### config.mk
export PLATFORM = sky130hd
export DESIGN_NAME = mips_multicycle_ctrl_flat
export DESIGN_NICKNAME = d
export VERILOG_FILES = /design/src/rtl/mips_multicycle_ctrl_pkg.sv /design/src/rtl/mips_multicycle_ctrl_if.sv /design/src/rtl/mips_multicycle_ctrl_op_classify.sv /design/src/rtl/mips_multicycle_ctrl.sv /design/src/flat_wrapper.sv
export SDC_FILE = /design/constraint.sdc
export NUM_CORES = 1
export LEC_CHECK = 0
export ABC_AREA = 1
export BUFFER_PORTS_ARGS = -buffer_cell sky130_fd_sc_hd__buf_2
export CAP_MARGIN = 10
export CORE_MARGIN = 2
export CORE_UTILIZATION = 48
export CTS_CLUSTER_SIZE = 8
export DETAILED_ROUTE_END_ITERATION = 16
export PLACE_DENSITY = 0.84
export SLEW_MARGIN = 25
export SYNTH_ARGS = -nofsm -noshare
export SYNTH_HDL_FRONTEND = slang
export SYNTH_SLANG_ARGS = --single-unit
### constraint.sdc
create_clock -name clk -period 3.2 [get_ports clk]
set_input_delay 0.64 -clock clk [delete_from_list [all_inputs] [get_ports clk]]
set_output_delay 0.64 -clock clk [all_outputs]
set_load 0.01 [all_outputs]
### src/rtl/mips_multicycle_ctrl_pkg.sv
// Purpose: shared encodings for the multi-cycle MIPS controller: opcodes, functs, select codes, states.
// Latency: n/a (declarations only).
// Backpressure: n/a.
package mips_ctrl_pkg;

  // Opcode field IR[31:26]
  localparam logic [5:0] OP_RTYPE = 6'b000000;
  localparam logic [5:0] OP_J     = 6'b000010;
  localparam logic [5:0] OP_JAL   = 6'b000011;
  localparam logic [5:0] OP_BEQ   = 6'b000100;
  localparam logic [5:0] OP_ORI   = 6'b001101;
  localparam logic [5:0] OP_LUI   = 6'b001111;
  localparam logic [5:0] OP_LW    = 6'b100011;
  localparam logic [5:0] OP_SW    = 6'b101011;

  // Funct field IR[5:0] for R-type
  localparam logic [5:0] FN_SLL  = 6'b000000;
  localparam logic [5:0] FN_JR   = 6'b001000;
  localparam logic [5:0] FN_ADDU = 6'b100001;
  localparam logic [5:0] FN_SUBU = 6'b100011;

  localparam logic [1:0] ALUOP_ADD = 2'b00;
  localparam logic [1:0] ALUOP_SUB = 2'b01;
  localparam logic [1:0] ALUOP_OR  = 2'b10;

  localparam logic [1:0] REGDST_RT = 2'b00;
  localparam logic [1:0] REGDST_RD = 2'b01;
  localparam logic [1:0] REGDST_RA = 2'b10;

  localparam logic [1:0] M2R_ALUOUT = 2'b00;
  localparam logic [1:0] M2R_MDR    = 2'b01;
  localparam logic [1:0] M2R_PC     = 2'b10;

  localparam logic [1:0] SRCB_B      = 2'b00;
  localparam logic [1:0] SRCB_FOUR   = 2'b01;
  localparam logic [1:0] SRCB_IMM    = 2'b10;
  localparam logic [1:0] SRCB_BRANCH = 2'b11;

  localparam logic [1:0] EXT_ZERO = 2'b00;
  localparam logic [1:0] EXT_SIGN = 2'b01;
  localparam logic [1:0] EXT_LUI  = 2'b10;

  localparam logic [1:0] PCSRC_ALU    = 2'b00;
  localparam logic [1:0] PCSRC_ALUOUT = 2'b01;
  localparam logic [1:0] PCSRC_JUMP   = 2'b10;
  localparam logic [1:0] PCSRC_REG    = 2'b11;

  typedef enum logic [3:0] {
    S_FETCH    = 4'd0,
    S_DECODE   = 4'd1,
    S_MEMADR   = 4'd2,
    S_MEMRD    = 4'd3,
    S_MEMWB    = 4'd4,
    S_MEMWR    = 4'd5,
    S_RTYPE_EX = 4'd6,
    S_RTYPE_WB = 4'd7,
    S_BRANCH   = 4'd8,
    S_IMM_EX   = 4'd9,
    S_IMM_WB   = 4'd10,
    S_JUMP     = 4'd11,
    S_JAL      = 4'd12,
    S_JR       = 4'd13
  } state_t;

  // One-hot instruction class; all-zero means unsupported encoding.
  typedef struct packed {
    logic addu;
    logic subu;
    logic nop;
    logic jr;
    logic lw;
    logic sw;
    logic beq;
    logic ori;
    logic lui;
    logic j;
    logic jal;
  } iclass_t;

  // Every controller output, bundled so reset can clear them in one place.
  typedef struct packed {
    logic       pc_en;
    logic       iord;
    logic       mem_read;
    logic       mem_write;
    logic       ir_write;
    logic       reg_write;
    logic [1:0] reg_dst;
    logic [1:0] mem_to_reg;
    logic       alu_src_a;
    logic [1:0] alu_src_b;
    logic [1:0] ext_op;
    logic [1:0] alu_op;
    logic [1:0] pc_src;
    logic       instr_done;
    logic       illegal;
  } ctl_t;

endpackage

### src/rtl/mips_multicycle_ctrl_if.sv
// Purpose: controller <-> datapath bundle. master = controller, slave = datapath.
// Latency: n/a (wires only).
// Backpressure: mem_ready from the memory side stalls the controller.
interface mips_multicycle_ctrl_if;
  // datapath -> controller
  logic [5:0] Opcode;
  logic [5:0] Funct;
  logic       Zero;
  logic       mem_ready;
  // controller -> datapath
  logic       PCEn;
  logic       IorD;
  logic       MemRead;
  logic       MemWrite;
  logic       IRWrite;
  logic       RegWrite;
  logic [1:0] RegDst;
  logic [1:0] MemtoReg;
  logic       ALUSrcA;
  logic [1:0] ALUSrcB;
  logic [1:0] ExtOp;
  logic [1:0] ALUOp;
  logic [1:0] PCSrc;
  logic       instr_done;
  logic       illegal;
  logic [3:0] dbg_state;  // raw FSM state for observation

  modport master (
    input  Opcode, Funct, Zero, mem_ready,
    output PCEn, IorD, MemRead, MemWrite, IRWrite, RegWrite, RegDst, MemtoReg,
           ALUSrcA, ALUSrcB, ExtOp, ALUOp, PCSrc, instr_done, illegal, dbg_state
  );

  modport slave (
    output Opcode, Funct, Zero, mem_ready,
    input  PCEn, IorD, MemRead, MemWrite, IRWrite, RegWrite, RegDst, MemtoReg,
           ALUSrcA, ALUSrcB, ExtOp, ALUOp, PCSrc, instr_done, illegal, dbg_state
  );
endinterface

### src/rtl/mips_multicycle_ctrl_op_classify.sv
// Purpose: decode Opcode/Funct into a one-hot instruction class plus an illegal flag.
// Latency: combinational.
// Backpressure: none.
// Ports: i_opcode/i_funct (IR fields) -> o_class (one-hot), o_illegal.
module mips_op_classify
  import mips_ctrl_pkg::*;
(
  input  logic [5:0] i_opcode,
  input  logic [5:0] i_funct,
  output iclass_t    o_class,
  output logic       o_illegal
);

  always_comb begin
    o_class = '0;
    case (i_opcode)
      OP_RTYPE: begin
        case (i_funct)
          FN_ADDU: o_class.addu = 1'b1;
          FN_SUBU: o_class.subu = 1'b1;
          FN_SLL:  o_class.nop  = 1'b1;  // only the sll-as-nop form is supported
          FN_JR:   o_class.jr   = 1'b1;
          default: ;
        endcase
      end
      OP_LW:   o_class.lw  = 1'b1;
      OP_SW:   o_class.sw  = 1'b1;
      OP_BEQ:  o_class.beq = 1'b1;
      OP_ORI:  o_class.ori = 1'b1;
      OP_LUI:  o_class.lui = 1'b1;
      OP_J:    o_class.j   = 1'b1;
      OP_JAL:  o_class.jal = 1'b1;
      default: ;
    endcase
    o_illegal = (o_class == '0);
  end

endmodule

### src/rtl/mips_multicycle_ctrl.sv
// Purpose: Moore control FSM for the multi-cycle MIPS datapath (ALUOp + all mux selects/enables).
// Latency: 2..5 cycles per instruction with mem_ready=1; FETCH and MEMRD/MEMWR hold while mem_ready=0.
// Backpressure: mem_ready low stalls in the current memory state with the request held.
// Ports: clk, reset (sync, active-high); ctrl_bus (master modport) carries IR fields, Zero,
//        mem_ready in and every datapath control out. All outputs are 0 while reset is high.
module mips_multicycle_ctrl
  import mips_ctrl_pkg::*;
(
  input  logic                        clk,
  input  logic                        reset,
  mips_multicycle_ctrl_if.master      ctrl_bus
);

  state_t  r_state;
  state_t  w_next;
  iclass_t w_cls;
  logic    w_illegal;
  ctl_t    w_ctl;
  ctl_t    w_out;

  mips_op_classify u_classify (
    .i_opcode  (ctrl_bus.Opcode),
    .i_funct   (ctrl_bus.Funct),
    .o_class   (w_cls),
    .o_illegal (w_illegal)
  );

  always_ff @(posedge clk) begin
    if (reset) r_state <= S_FETCH;
    else       r_state <= w_next;
  end

  always_comb begin
    w_next = r_state;
    w_ctl  = '0;
    case (r_state)
      S_FETCH: begin
        w_ctl.mem_read  = 1'b1;
        w_ctl.alu_src_b = SRCB_FOUR;
        w_ctl.alu_op    = ALUOP_ADD;
        w_ctl.pc_src    = PCSRC_ALU;
        w_ctl.ir_write  = ctrl_bus.mem_ready;
        w_ctl.pc_en     = ctrl_bus.mem_ready;
        if (ctrl_bus.mem_ready) w_next = S_DECODE;
      end
      S_DECODE: begin
        // Precompute the branch target into ALUOut while the opcode is decoded.
        w_ctl.alu_src_b = SRCB_BRANCH;
        w_ctl.ext_op    = EXT_SIGN;
        w_ctl.alu_op    = ALUOP_ADD;
        if (w_cls.addu || w_cls.subu)    w_next = S_RTYPE_EX;
        else if (w_cls.jr)               w_next = S_JR;
        else if (w_cls.lw || w_cls.sw)   w_next = S_MEMADR;
        else if (w_cls.beq)              w_next = S_BRANCH;
        else if (w_cls.ori || w_cls.lui) w_next = S_IMM_EX;
        else if (w_cls.j)                w_next = S_JUMP;
        else if (w_cls.jal)              w_next = S_JAL;
        else begin
          // nop and unsupported encodings both retire here
          w_next           = S_FETCH;
          w_ctl.instr_done = 1'b1;
          w_ctl.illegal    = w_illegal;
        end
      end
      S_RTYPE_EX: begin
        w_ctl.alu_src_a = 1'b1;
        w_ctl.alu_src_b = SRCB_B;
        w_ctl.alu_op    = w_cls.subu ? ALUOP_SUB : ALUOP_ADD;
        w_next          = S_RTYPE_WB;
      end
      S_RTYPE_WB: begin
        w_ctl.reg_write  = 1'b1;
        w_ctl.reg_dst    = REGDST_RD;
        w_ctl.mem_to_reg = M2R_ALUOUT;
        w_ctl.instr_done = 1'b1;
        w_next           = S_FETCH;
      end
      S_MEMADR: begin
        w_ctl.alu_src_a = 1'b1;
        w_ctl.alu_src_b = SRCB_IMM;
        w_ctl.ext_op    = EXT_SIGN;
        w_ctl.alu_op    = ALUOP_ADD;
        w_next          = w_cls.lw ? S_MEMRD : S_MEMWR;
      end
      S_MEMRD: begin
        w_ctl.mem_read = 1'b1;
        w_ctl.iord     = 1'b1;
        if (ctrl_bus.mem_ready) w_next = S_MEMWB;
      end
      S_MEMWB: begin
        w_ctl.reg_write  = 1'b1;
        w_ctl.reg_dst    = REGDST_RT;
        w_ctl.mem_to_reg = M2R_MDR;
        w_ctl.instr_done = 1'b1;
        w_next           = S_FETCH;
      end
      S_MEMWR: begin
        w_ctl.mem_write  = 1'b1;
        w_ctl.iord       = 1'b1;
        w_ctl.instr_done = ctrl_bus.mem_ready;
        if (ctrl_bus.mem_ready) w_next = S_FETCH;
      end
      S_BRANCH: begin
        w_ctl.alu_src_a  = 1'b1;
        w_ctl.alu_src_b  = SRCB_B;
        w_ctl.alu_op     = ALUOP_SUB;
        w_ctl.pc_src     = PCSRC_ALUOUT;
        w_ctl.pc_en      = ctrl_bus.Zero;
        w_ctl.instr_done = 1'b1;
        w_next           = S_FETCH;
      end
      S_IMM_EX: begin
        w_ctl.alu_src_a = 1'b1;
        w_ctl.alu_src_b = SRCB_IMM;
        w_ctl.ext_op    = w_cls.lui ? EXT_LUI : EXT_ZERO;
        w_ctl.alu_op    = w_cls.lui ? ALUOP_ADD : ALUOP_OR;
        w_next          = S_IMM_WB;
      end
      S_IMM_WB: begin
        w_ctl.reg_write  = 1'b1;
        w_ctl.reg_dst    = REGDST_RT;
        w_ctl.mem_to_reg = M2R_ALUOUT;
        w_ctl.instr_done = 1'b1;
        w_next           = S_FETCH;
      end
      S_JUMP: begin
        w_ctl.pc_src     = PCSRC_JUMP;
        w_ctl.pc_en      = 1'b1;
        w_ctl.instr_done = 1'b1;
        w_next           = S_FETCH;
      end
      S_JAL: begin
        // PC already points at the next instruction, so it is the link value.
        w_ctl.reg_write  = 1'b1;
        w_ctl.reg_dst    = REGDST_RA;
        w_ctl.mem_to_reg = M2R_PC;
        w_ctl.pc_src     = PCSRC_JUMP;
        w_ctl.pc_en      = 1'b1;
        w_ctl.instr_done = 1'b1;
        w_next           = S_FETCH;
      end
      S_JR: begin
        w_ctl.pc_src     = PCSRC_REG;
        w_ctl.pc_en      = 1'b1;
        w_ctl.instr_done = 1'b1;
        w_next           = S_FETCH;
      end
      default: w_next = S_FETCH;  // unused encodings recover
    endcase
  end

  // Reset is synchronous to the state, but outputs must already be quiet in the reset cycle.
  assign w_out = reset ? '0 : w_ctl;

  assign ctrl_bus.PCEn       = w_out.pc_en;
  assign ctrl_bus.IorD       = w_out.iord;
  assign ctrl_bus.MemRead    = w_out.mem_read;
  assign ctrl_bus.MemWrite   = w_out.mem_write;
  assign ctrl_bus.IRWrite    = w_out.ir_write;
  assign ctrl_bus.RegWrite   = w_out.reg_write;
  assign ctrl_bus.RegDst     = w_out.reg_dst;
  assign ctrl_bus.MemtoReg   = w_out.mem_to_reg;
  assign ctrl_bus.ALUSrcA    = w_out.alu_src_a;
  assign ctrl_bus.ALUSrcB    = w_out.alu_src_b;
  assign ctrl_bus.ExtOp      = w_out.ext_op;
  assign ctrl_bus.ALUOp      = w_out.alu_op;
  assign ctrl_bus.PCSrc      = w_out.pc_src;
  assign ctrl_bus.instr_done = w_out.instr_done;
  assign ctrl_bus.illegal    = w_out.illegal;
  assign ctrl_bus.dbg_state  = r_state;

endmodule

### src/flat_wrapper.sv
// flat-port wrapper written by rule: the top's interface ports become plain ports
module mips_multicycle_ctrl_flat import mips_ctrl_pkg::*;
  (clk, reset, ctrl_bus_Opcode, ctrl_bus_Funct, ctrl_bus_Zero, ctrl_bus_mem_ready, ctrl_bus_PCEn, ctrl_bus_IorD, ctrl_bus_MemRead, ctrl_bus_MemWrite, ctrl_bus_IRWrite, ctrl_bus_RegWrite, ctrl_bus_RegDst, ctrl_bus_MemtoReg, ctrl_bus_ALUSrcA, ctrl_bus_ALUSrcB, ctrl_bus_ExtOp, ctrl_bus_ALUOp, ctrl_bus_PCSrc, ctrl_bus_instr_done, ctrl_bus_illegal, ctrl_bus_dbg_state);
  mips_multicycle_ctrl_if ctrl_bus_i ();
  input  logic clk;
  input  logic reset;
  input wire logic [$bits(ctrl_bus_i.Opcode)-1:0] ctrl_bus_Opcode;
  input wire logic [$bits(ctrl_bus_i.Funct)-1:0] ctrl_bus_Funct;
  input wire logic [$bits(ctrl_bus_i.Zero)-1:0] ctrl_bus_Zero;
  input wire logic [$bits(ctrl_bus_i.mem_ready)-1:0] ctrl_bus_mem_ready;
  output wire logic [$bits(ctrl_bus_i.PCEn)-1:0] ctrl_bus_PCEn;
  output wire logic [$bits(ctrl_bus_i.IorD)-1:0] ctrl_bus_IorD;
  output wire logic [$bits(ctrl_bus_i.MemRead)-1:0] ctrl_bus_MemRead;
  output wire logic [$bits(ctrl_bus_i.MemWrite)-1:0] ctrl_bus_MemWrite;
  output wire logic [$bits(ctrl_bus_i.IRWrite)-1:0] ctrl_bus_IRWrite;
  output wire logic [$bits(ctrl_bus_i.RegWrite)-1:0] ctrl_bus_RegWrite;
  output wire logic [$bits(ctrl_bus_i.RegDst)-1:0] ctrl_bus_RegDst;
  output wire logic [$bits(ctrl_bus_i.MemtoReg)-1:0] ctrl_bus_MemtoReg;
  output wire logic [$bits(ctrl_bus_i.ALUSrcA)-1:0] ctrl_bus_ALUSrcA;
  output wire logic [$bits(ctrl_bus_i.ALUSrcB)-1:0] ctrl_bus_ALUSrcB;
  output wire logic [$bits(ctrl_bus_i.ExtOp)-1:0] ctrl_bus_ExtOp;
  output wire logic [$bits(ctrl_bus_i.ALUOp)-1:0] ctrl_bus_ALUOp;
  output wire logic [$bits(ctrl_bus_i.PCSrc)-1:0] ctrl_bus_PCSrc;
  output wire logic [$bits(ctrl_bus_i.instr_done)-1:0] ctrl_bus_instr_done;
  output wire logic [$bits(ctrl_bus_i.illegal)-1:0] ctrl_bus_illegal;
  output wire logic [$bits(ctrl_bus_i.dbg_state)-1:0] ctrl_bus_dbg_state;
  assign ctrl_bus_i.Opcode = ctrl_bus_Opcode;
  assign ctrl_bus_i.Funct = ctrl_bus_Funct;
  assign ctrl_bus_i.Zero = ctrl_bus_Zero;
  assign ctrl_bus_i.mem_ready = ctrl_bus_mem_ready;
  assign ctrl_bus_PCEn = ctrl_bus_i.PCEn;
  assign ctrl_bus_IorD = ctrl_bus_i.IorD;
  assign ctrl_bus_MemRead = ctrl_bus_i.MemRead;
  assign ctrl_bus_MemWrite = ctrl_bus_i.MemWrite;
  assign ctrl_bus_IRWrite = ctrl_bus_i.IRWrite;
  assign ctrl_bus_RegWrite = ctrl_bus_i.RegWrite;
  assign ctrl_bus_RegDst = ctrl_bus_i.RegDst;
  assign ctrl_bus_MemtoReg = ctrl_bus_i.MemtoReg;
  assign ctrl_bus_ALUSrcA = ctrl_bus_i.ALUSrcA;
  assign ctrl_bus_ALUSrcB = ctrl_bus_i.ALUSrcB;
  assign ctrl_bus_ExtOp = ctrl_bus_i.ExtOp;
  assign ctrl_bus_ALUOp = ctrl_bus_i.ALUOp;
  assign ctrl_bus_PCSrc = ctrl_bus_i.PCSrc;
  assign ctrl_bus_instr_done = ctrl_bus_i.instr_done;
  assign ctrl_bus_illegal = ctrl_bus_i.illegal;
  assign ctrl_bus_dbg_state = ctrl_bus_i.dbg_state;
  mips_multicycle_ctrl u_core (.clk(clk), .reset(reset), .ctrl_bus(ctrl_bus_i));
endmodule
# Word-level counts from Yosys, hierarchy flattened
# Index checks and enable logic that the tools add are counted.
# Widths: inputs -> output; s select.
[classes]
n_eq_ne = 26
n_mux = 48
reduce_logical = 16
[ops]
columns = ["cell", "count"]
rows = [
  ["$mux 4", 11],
  ["$pmux 4 s7", 1],
  ["$eq 4x4->1 const B", 6],
  ["$eq 6x6->1 const B", 4],
  ["$mux 21", 1],
  ["$pmux 5 s4", 1],
  ["$eq 6x4->1 const B", 3],
  ["$mux 1", 18],
  ["$mux 2", 9],
  ["$pmux 2 s3", 3],
  ["$eq 4x3->1 const B", 4],
  ["$eq 6x2->1 const B", 2],
  ["$logic_not 6->1", 2],
  ["$logic_not 11->1", 1],
  ["$reduce_or 2->1", 5],
  ["$eq 4x2->1 const B", 2],
  ["$reduce_or 7->1", 1],
  ["$eq 6x3->1 const B", 1],
  ["$ne 2x2->1 const B", 3],
  ["$pmux 1 s3", 2],
  ["$eq 4x1->1 const B", 1],
  ["$logic_not 4->1", 1],
  ["$pmux 2 s2", 1],
  ["$reduce_or 4->1", 1],
  ["other kinds (4)", 6],
]
[word_totals]
regBits = 4
in_bits = 16
output_inout_bits = 25
elab_cells = 91

# Depth between registers and ports, before layout
# Gate-level depths: netlist of run 1.
[depth]
word_depth = 13
depth_mapped = 10
depth_no_buf = 10

# Cells and area by module
# From an unflattened synthesis of run 1, not the netlist that was laid out.
[hier_totals]
hier_cells = 204
hier_area_um2 = 977.2
[by_module_without_submodules]
columns = ["module", "instances", "cells_each", "area_each_um2"]
rows = [
  ["mips_multicycle_ctrl", 1, 137, 661.9],
  ["mips_op_classify", 1, 67, 315.3],
]

# Worst setup path after synthesis of run 1
# Ideal clock, no wire load.
[synth_timing]
path_type = "input port to output port"
from = "input reset"
to = "output ctrl_bus_RegDst[1]"
t_arrival_ns = 1.442
t_required_ns = 2.560
setup_slack_ns = 1.118
path_stages = 4
n_path_buf = 3
cell_sequence = "clkbuf_1 > clkbuf_1 > nor2_1 > buf_4"
[synth_via]
elab_chain_len = 1
[synth_lines]
columns = ["item", "line_no", "rtl"]
rows = [
  ["start: declaration", "flat_wrapper.sv:6", "input logic reset;"],
  ["$mux 21", "mips_multicycle_ctrl.sv:153", "assign w_out = reset ? '0 : w_ctl;"],
  ["end: declaration", "flat_wrapper.sv:17", "output wire logic [$bits(ctrl_bus_i.RegDst)-1:0] ctrl_bus_RegDst;"],
]
# Every way passes these cells.

# Final worst setup path of run 1
[layout_timing]
from = "register u_core.r_state[0] (netlist: u_core.ctrl_bus.dbg_state[0])"
to = "output ctrl_bus_illegal"
[layout_via]
elab_chain_len = 3
[layout_lines]
columns = ["item", "line_no", "rtl"]
rows = [
  ["start: declaration", "mips_multicycle_ctrl.sv:14", "state_t r_state;"],
  ["start signal: assignment", "mips_multicycle_ctrl.sv:30", "else r_state <= w_next;"],
  ["$eq 4x1->1", "mips_multicycle_ctrl.sv:36", "case (r_state)"],
  ["$mux 1", "mips_multicycle_ctrl.sv:36", ""],
  ["$mux 21", "mips_multicycle_ctrl.sv:153", ""],
  ["end: declaration", "flat_wrapper.sv:25", "output wire logic [$bits(ctrl_bus_i.illegal)-1:0] ctrl_bus_illegal;"],
]
# Every way passes these cells.

==> results.sh, run 1 <==
export IMPL_status="finished, final reports clean"
export IMPL_cts_root_buf="clkbuf_4"
export IMPL_leakage_nw=0.595
export IMPL_final_setup_viol_count=0
export IMPL_cp_slowest_cell="dfxtp_1"
export IMPL_cpLargestDelayFamily="flip-flops"
export IMPL_fin_area_um2=1000
export IMPL_synthToLayoutAreaGrowth_pct=28.3
export IMPL_cts_repair_resized=0
export IMPL_worstPathArrival_ns=1.64
export IMPL_grt_first_pass_wirelength_um=3480
export IMPL_max_stage_delay_ns=0.58
export IMPL_die_w_um=44.3
export IMPL_dr_total_vias=1078
export IMPL_fin_skew_ns=0.000163
export IMPL_seq_power_share_pct=29.5
export IMPL_clkTransAtPathRegs_ns=0.04
export IMPL_seq_area_frac_synth_pct=10.3
export IMPL_netlist_instances=149
export IMPL_cts_buffers=3
export IMPL_first_pass_iters=4
export IMPL_drive_above_1_share_pct=36.7
export IMPL_antenna_cells=0
export IMPL_cts_max_path_buffers=2
export IMPL_detail_route_antenna_nets=0
export IMPL_cts_tree="done"
export IMPL_nets=206
export IMPL_totalWireLength_um=2110
export IMPL_cts_sinks=4
export IMPL_std_cell_rows=14
export IMPL_cp_required_ns=2.56
export IMPL_die_height_um=44.3
export IMPL_core_area_um2=1510
export IMPL_critical_path_cell_chain="nand2_4 -> nor2_4 -> and3_1 -> nand4_1 -> a21oi_1 -> buf_2"
export IMPL_largest_register_ffs=4
export IMPL_io_pins=41
export IMPL_grt_pass1_vias=914
export IMPL_numPortBuffers=40
export IMPL_final_common_cell="buf_2"
export IMPL_min_path_type="flop to flop"
export IMPL_final_cells=204
export IMPL_htree_levels=1
export IMPL_finalCriticalPeriod_ns=2.28
export IMPL_intPower_w=0.000122
export IMPL_yosysUniqueCellTypes=22
export IMPL_synth_seq_cells=4
export IMPL_post_drt_wl_per_cell_um=10.3
export IMPL_synth_area_per_cell_um2=5.23
export IMPL_postCtsSetupBuffers=0
export IMPL_relSlewSlack_pct=71.0
export IMPL_dp_hpwl_um=1780
export IMPL_layout_common_cells="40 x buf_2, 33 x nand2_1, 25 x nor2_1"
export IMPL_grt_usage_pct=23.4
export IMPL_cp_num_buf_inv=1
export IMPL_drcViolationCount=0
export IMPL_gp_congestion=0.928
export IMPL_overflow=0
export IMPL_antenna_found_initial=0
export IMPL_cts_hold_buf=0
export IMPL_finalCritPeriodShare_pct=71.1
export IMPL_grt_max_degree=18
export IMPL_place_inst=201
export IMPL_utilization_pct=66.4
export IMPL_power_frac_comb_pct=39.0
export IMPL_startpoint_type="flop"
export IMPL_initial_core_util_pct=51.7
export IMPL_p_sw_share_pct=36.9
export IMPL_slew_violations=0
export IMPL_end_kind="primary output"
export IMPL_tightest_slew_ns=0.434
export IMPL_worstSetupPathType="flop to primary output"
export IMPL_peakVddDrop_uv=200
export IMPL_clk_latency_ns=0.23
export IMPL_hold_viol=0
export IMPL_max_freq_mhz=439
export IMPL_p_per_area_nw_per_um2=194
export IMPL_drtIter0Drc=29
export IMPL_syn_nets=165
export IMPL_cap_viol_max_count=0
export IMPL_pwr_share_clk_pct=31.4
export IMPL_die_area_um2=1960
export IMPL_rsz0062_at_grt="no"
export IMPL_yosys_warnings=0
export IMPL_critPathMaxFanout=9
export IMPL_n_fill_cell=164
export IMPL_fin_tns_setup_ns=0
export IMPL_vias_per_cell=5.28
export IMPL_synth_area_um2=779
export IMPL_switching_power_w=0.0000714
export IMPL_place_area_um2=977
[cell families after synthesis]
family,after synthesis,share of synthesized area [%]
and+or+nand+nor,92,58.6
DFF,4,10.3
AOI/OAI and AO/OA,22,14.9
buffers and inverters,31,16.2
[routing by layer]
layer | track usage [%] | vias to the layer above | wire length [um]
li1 | - | 544 | -
met1 | 27.5 | 480 | 902
met2 | 42.4 | 52 | 1030
met3 | 3.27 | 2 | 170
met4 | 9.09 | 0 | 2
met5 | 0 | - | 0
[worst register-to-register path: cells and delay by family (launching register included)]
kind / cells / cell delay (ns)
simple gates: 5 / 0.59
flops: 1 / 0.58
compound gates: 2 / 0.19
[Yosys cell counts]
master	number	area share, %
inv_1	21	10
buf_4	2	1.9
inv_2	5	2.4
a21oi_2	1	1.1
o21ai_0	3	1.9
and3_1	1	0.80
nand2_2	4	3.2
a31oi_1	1	0.80
nor3_1	2	1.3
clkbuf_1	2	0.96
dfxtp_1	4	10
o21ai_1	2	1.3
a21oi_1	14	9.0
inv_4	1	0.80
nand2_1	33	16
nor2_4	7	10
o22ai_1	1	0.80
nor2_2	7	5.6
nand2_4	1	1.4
nor2_1	25	12
nand3_1	9	5.8
nand4_1	3	2.4
[layout make-up]
| type | count | area [um2] | share of cell area, % |
|---|---|---|---|
| multi-input cells | 114 | 573 | 57.3 |
| repair buffers | 40 | 200 | 20.0 |
| inverters | 27 | 104 | 10.4 |
| flip-flops and latches | 4 | 80.1 | 8.01 |
| clock buffers | 3 | 22.5 | 2.25 |
| well taps | 16 | 20.0 | 2.00 |
[power by group through the flow]
stage	Combinational, W	Clock, W	Sequential, W
2_1_floorplan	0.0000513	0	0.0000546
3_3_place_gp	0.0000728	0	0.0000577
3_5_place_dp	0.0000749	0	0.0000579
4_1_cts	0.0000752	0.0000649	0.0000571
5_1_grt	0.0000838	0.0000686	0.0000575
6_report	0.0000756	0.0000609	0.0000572
[worst paths after layout]
| check | slack [ns] | to | start | depth (start not counted) |
|---|---|---|---|---|
| setup / recovery | 0.92 | ctrl_bus_illegal | u_core.ctrl_bus.dbg_state[0] | 6 |
| hold / removal | 0.75 | u_core.ctrl_bus.dbg_state[2] | u_core.ctrl_bus.dbg_state[0] | 2 |
| setup reg to reg | 1.71 | u_core.ctrl_bus.dbg_state[0] | u_core.ctrl_bus.dbg_state[0] | 7 |
| hold reg to reg | 0.75 | u_core.ctrl_bus.dbg_state[2] | u_core.ctrl_bus.dbg_state[0] | 2 |
[metrics by stage]
stage | power, W | setup slack, ns | hold WS [ns]
finish | 0.000194 | 0.925 | 0.748
global route | 0.000210 | 0.814 | 0.777
CTS | 0.000197 | 0.926 | 0.737
detailed placement | 0.000133 | 0.954 | 0.734
global placement | 0.000130 | 0.955 | 0.718
floorplan | 0.000106 | 1.12 | 0.711
(Power assumes the default switching activity.)
==> inputs of run 2 (changes only) <==
ABC_AREA = 0   (was 1)
CORE_UTILIZATION = 40   (was 48)
PLACE_DENSITY = 0.75   (was 0.84)
clock period = 1.8 ns   (was 3.2 ns; I/O delays follow)
==> results.sh, run 2 <==
export IMPL_cap_viol_max_count=0
export IMPL_first_pass_iters=4
export IMPL_synthToLayoutAreaGrowth_pct=75.5
export IMPL_pre_cts_ws_ns=-0.566
export IMPL_synth_edf_count=0
export IMPL_initial_core_util_pct=41.2
export IMPL_cp_num_buf_inv=2
export IMPL_switching_power_w=0.000139
export IMPL_netlist_top_cell_by_area="dfxtp_1"
export IMPL_netlist_instances=123
export IMPL_grt_pass1_vias=1113
export IMPL_max_freq_mhz=443
export IMPL_die_w_um=48.5
export IMPL_yosys_warnings=0
export IMPL_violations="negative setup slack"
export IMPL_synth_area_leaders="dfxtp_1 10%, nand2_1 7.1%, nor2_1 5.2%"
export IMPL_final_setup_viol_count=7
export IMPL_drcViolationCount=0
export IMPL_cp_required_ns=1.44
export IMPL_power_frac_comb_pct=53.8
export IMPL_fin_skew_ns=0.00108
export IMPL_relSlewSlack_pct=70.5
export IMPL_detail_route_antenna_nets=0
export IMPL_die_area_um2=2350
export IMPL_antenna_found_initial=0
export IMPL_cp_slowest_cell="or4_4"
export IMPL_p_per_area_nw_per_um2=300
export IMPL_pwr_share_clk_pct=23.7
export IMPL_fin_area_um2=1390
export IMPL_synth_area_per_cell_um2=6.44
export IMPL_drtIter0Drc=24
export IMPL_synth_common_cells="15 x nand2_1, 11 x nor2_1, 7 x o21ai_0"
export IMPL_cts_hold_buf=0
export IMPL_synth_seq_cells=4
export IMPL_gp_congestion=0.823
export IMPL_grt_usage_pct=22.6
export IMPL_dr_total_vias=1179
export IMPL_synth_ff_type="dfxtp_1"
export IMPL_synth_area_um2=792
export IMPL_critical_path_cell_chain="buf_6 -> or4_4 -> or4b_4 -> a21o_2 -> buf_6"
export IMPL_seq_power_share_pct=22.5
export IMPL_layout_common_cells="36 x buf_2, 30 x buf_4, 13 x nand2_1"
export IMPL_cpLargestDelayFamily="simple AND/OR/NAND/NOR gates"
export IMPL_critPathMaxFanout=3
export IMPL_whs_ns=0.536
export IMPL_grt_max_degree=19
export IMPL_yosysUniqueCellTypes=46
export IMPL_intPower_w=0.000278
export IMPL_drive_above_1_share_pct=56.6
export IMPL_p_sw_share_pct=33.2
export IMPL_cts_max_path_buffers=2
export IMPL_syn_nets=139
export IMPL_numPortBuffers=40
export IMPL_nets=207
export IMPL_cts_sinks=4
export IMPL_hold_viol=0
export IMPL_std_cell_rows=16
export IMPL_crit_top_cell="buf_6"
export IMPL_totalWireLength_um=2730
export IMPL_grt_first_pass_wirelength_um=4500
export IMPL_antenna_cells=0
export IMPL_async_flop_share_pct=0
export IMPL_overflow=0
export IMPL_clkTransAtPathRegs_ns=0.03
export IMPL_dp_hpwl_um=2060
export IMPL_leakage_nw=0.671
export IMPL_worstSetupPathType="primary input to primary output"
export IMPL_peakVddDrop_uv=338
export IMPL_r2r_worst_path_cells=6
export IMPL_core_area_um2=1920
export IMPL_startpoint_type="primary input"
export IMPL_cts_buffers=3
export IMPL_min_path_type="primary input to flop"
export IMPL_final_common_cell="buf_2"
export IMPL_finalCritPeriodShare_pct=125
export IMPL_yosysMostFrequentCell="nand2_1"
export IMPL_seq_area_frac_synth_pct=10.1
export IMPL_rsz0062_at_grt="yes"
export IMPL_clk_latency_ns=0.22
export IMPL_end_kind="primary output"
export IMPL_max_stage_delay_ns=0.56
export IMPL_vias_per_cell=5.46
export IMPL_largest_register_ffs=4
export IMPL_synth_top_area_share_pct=10.1
export IMPL_die_height_um=48.5
export IMPL_utilization_pct=72.3
export IMPL_hold_depth=3
export IMPL_post_drt_wl_per_cell_um=12.7
export IMPL_cp_num_cells=5
export IMPL_setup_ws_ns=-0.456
export IMPL_slew_violations=0
export IMPL_worstPathArrival_ns=1.90
export IMPL_cts_tree="done"
export IMPL_status="finished, violations left"
export IMPL_cts_root_buf="clkbuf_4"
export IMPL_fin_tns_setup_ns=-1.58
export IMPL_place_area_um2=1210
export IMPL_io_pins=41
export IMPL_htree_levels=1
export IMPL_finalCriticalPeriod_ns=2.26
export IMPL_tightest_slew_ns=0.431
==> run 2: what timing repair did <==
item / CTS / global route
pin swaps: 4 / 1
buffers inserted: 2 / 1
resized for setup: 22 / 11
setup endpoints to repair: 15 / 14
==> run 2: stage by stage <==
step	power, W	instances
6_report	0.000417	216
4_1_cts	0.000412	215
5_1_grt	0.000447	216
2_1_floorplan	0.000198	123
3_3_place_gp	0.000283	210
3_5_place_dp	0.000289	210
==> run 2: cell type report <==
| cell class | count | area (um2) |
|---|---|---|
| fill | 167 | 532 |
| inverter | 6 | 22.5 |
| sequential | 4 | 87.6 |
| multi-input combinational | 103 | 739 |
| timing repair buffer | 73 | 484 |
| clock buffer | 3 | 22.5 |
| tap | 27 | 33.8 |
==> run 2: cell families after synthesis <==
| group | after synthesis | synth area share [%] |
|---|---|---|
| DFF | 4 | 10.1 |
| AOI/OAI and AO/OA | 34 | 30.6 |
| and+or+nand+nor | 69 | 49.8 |
| buffers and inverters | 16 | 9.48 |
==> run 2: final timing paths <==
check	slack, ns	from	to
setup / recovery	-0.46	ctrl_bus_Opcode[3]	ctrl_bus_instr_done
setup reg to reg	0.21	u_core.ctrl_bus.dbg_state[0]	u_core.ctrl_bus.dbg_state[0]
hold / removal	0.54	reset	u_core.ctrl_bus.dbg_state[0]
hold reg to reg	0.61	u_core.ctrl_bus.dbg_state[1]	u_core.ctrl_bus.dbg_state[2]
==> run 2: power by group through the flow <==
stage	logic [W]	registers, W	clock network (W)
final	0.000224	0.0000937	0.0000989
after global routing	0.000242	0.0000938	0.000111
after CTS	0.000211	0.0000936	0.000108
after detailed placement	0.000193	0.0000961	0
after global placement	0.000187	0.0000959	0
after floorplan	0.0000973	0.000100	0
==> run 2: worst min-delay path, cell delays in order <==
cell	delay [ns]
buf_2	0.09
buf_4	0.20
a221oi_2	0.05
==> run 2: layer usage <==
metal  GRT usage [%]  up-vias  share of wire [%]
met1            26.7      545                 42
met4            4.29        0               0.91
met3            1.85        4                4.2
met2            44.2       44                 53
li1                -      586                  -
met5               0        -                  0
==> inputs of run 3 (changes only) <==
RECOVER_POWER = 100   (was unset)
==> results.sh, run 3 (synthesis gave the netlist of run 2 again) <==
export IMPL_status="finished, violations left"
export IMPL_violations="negative setup slack"
export IMPL_grt_busiest_layer="met2"
export IMPL_n_fill_cell=167
export IMPL_numPortBuffers=40
export IMPL_place_area_um2=1210
export IMPL_relSlewSlack_pct=67.1
export IMPL_std_cell_rows=16
export IMPL_htree_levels=1
export IMPL_worstSetupPathType="primary input to primary output"
export IMPL_first_pass_iters=4
export IMPL_cts_sinks=4
export IMPL_whs_ns=0.536
export IMPL_min_path_type="primary input to flop"
export IMPL_leakage_nw=0.666
export IMPL_startpoint_type="primary input"
export IMPL_cp_required_ns=1.44
export IMPL_cts_buffers=3
export IMPL_cts_root_buf="clkbuf_4"
export IMPL_intPower_w=0.000278
export IMPL_finalCritPeriodShare_pct=125
export IMPL_largest_register_ffs=4
export IMPL_cap_viol_max_count=0
export IMPL_grt_max_degree=19
export IMPL_cts_max_path_buffers=2
export IMPL_peakVddDrop_uv=337
export IMPL_p_per_area_nw_per_um2=301
export IMPL_max_freq_mhz=443
export IMPL_drtIter0Drc=24
export IMPL_finalCriticalPeriod_ns=2.26
export IMPL_die_area_um2=2350
export IMPL_final_common_cell="buf_2"
export IMPL_rsz0062_at_grt="yes"
export IMPL_worstPathArrival_ns=1.90
export IMPL_grt_first_pass_wirelength_um=4500
export IMPL_grt_util_met3_pct=1.85
export IMPL_grt_pass1_vias=1113
export IMPL_nets=207
export IMPL_cts_hold_buf=0
export IMPL_die_w_um=48.5
export IMPL_p_sw_share_pct=33.2
export IMPL_clk_latency_ns=0.22
export IMPL_final_setup_viol_count=20
export IMPL_overflow=0
export IMPL_critPathMaxFanout=3
export IMPL_hold_viol=0
export IMPL_clkTransAtPathRegs_ns=0.03
export IMPL_synthToLayoutAreaGrowth_pct=74.6
export IMPL_fin_tns_setup_ns=-3.32
export IMPL_switching_power_w=0.000138
export IMPL_totalWireLength_um=2730
export IMPL_setup_ws_ns=-0.456
export IMPL_dr_total_vias=1179
export IMPL_grt_met1_usage_pct=26.7
export IMPL_power_frac_comb_pct=53.8
export IMPL_fin_area_um2=1380
export IMPL_end_kind="primary output"
export IMPL_seq_power_share_pct=22.5
export IMPL_slew_violations=0
export IMPL_core_area_um2=1920
export IMPL_io_pins=41
export IMPL_crit_start="ctrl_bus_Opcode[3]"
export IMPL_use_met2_pct=44.2
export IMPL_grt_usage_pct=22.6
export IMPL_rr_startpoint="u_core.ctrl_bus.dbg_state[1]"
export IMPL_drive_above_1_share_pct=56.1
export IMPL_post_drt_wl_per_cell_um=12.7
export IMPL_gp_congestion=0.823
export IMPL_utilization_pct=71.9
export IMPL_min_delay_start="reset"
export IMPL_dp_hpwl_um=2060
export IMPL_cts_tree="done"
export IMPL_fin_skew_ns=0.00108
export IMPL_initial_core_util_pct=41.2
export IMPL_vias_per_cell=5.46
export IMPL_drcViolationCount=0
export IMPL_antenna_found_initial=0
export IMPL_p_total_w=0.000417
export IMPL_tightest_slew_ns=0.494
export IMPL_detail_route_antenna_nets=0
export IMPL_pwr_share_clk_pct=23.7
export IMPL_antenna_cells=0
export IMPL_layout_common_cells="36 x buf_2, 30 x buf_4, 13 x nand2_1"
export IMPL_die_height_um=48.5
run 3: per-stage QoR:
stage / cells / setup slack [ns]
6_report: 216 / -0.456
5_1_grt: 216 / -0.505
4_1_cts: 215 / -0.462
3_5_place_dp: 210 / -0.566
3_3_place_gp: 210 / -0.516
2_1_floorplan: 123 / -0.352
run 3: worst paths after layout:
check | endpoint | depth (start not counted) | slack (ns)
worst max-delay path | ctrl_bus_instr_done | 5 | -0.46
worst min-delay path | u_core.ctrl_bus.dbg_state[0] | 3 | 0.54
worst max register to register | u_core.ctrl_bus.dbg_state[1] | 6 | 0
worst min register to register | u_core.ctrl_bus.dbg_state[2] | 2 | 0.60
run 3: metal layers:
layer	vias to the layer above	share of wire (%)
met5	-	0
met4	0	0.91
met3	4	4.2
met2	44	53
met1	545	42
li1	586	-
run 3: area by class of cell:
| cell class | instances | area (um2) | share of cell area [%] |
|---|---|---|---|
| multi-input combinational | 103 | 739 | 53.5 |
| clock buffer | 3 | 22.5 | 1.63 |
| tap | 27 | 33.8 | 2.44 |
| sequential | 4 | 87.6 | 6.33 |
| timing repair buffer | 73 | 477 | 34.5 |
| inverter | 6 | 22.5 | 1.63 |
run 3: power groups by stage:
stage | clock network (W) | logic, W | registers (W)
6_report | 0.0000989 | 0.000224 | 0.0000937
2_1_floorplan | 0 | 0.0000973 | 0.000100
4_1_cts | 0.000108 | 0.000211 | 0.0000936
3_5_place_dp | 0 | 0.000193 | 0.0000961
3_3_place_gp | 0 | 0.000187 | 0.0000959
5_1_grt | 0.000111 | 0.000242 | 0.0000938
run 3: critical path, cell delays in order:
cell	delay, ns
buf_6	0.09
or4_4	0.56
or4b_4	0.56
a21o_2	0.21
buf_6	0.11
run 3: what timing repair did:
item | CTS | global route
buffers inserted | 2 | 1
resized for setup | 22 | 11
pin swaps | 4 | 1
endpoints found under the setup margin | 15 | 14
endpoints found under the hold margin | 0 | 0
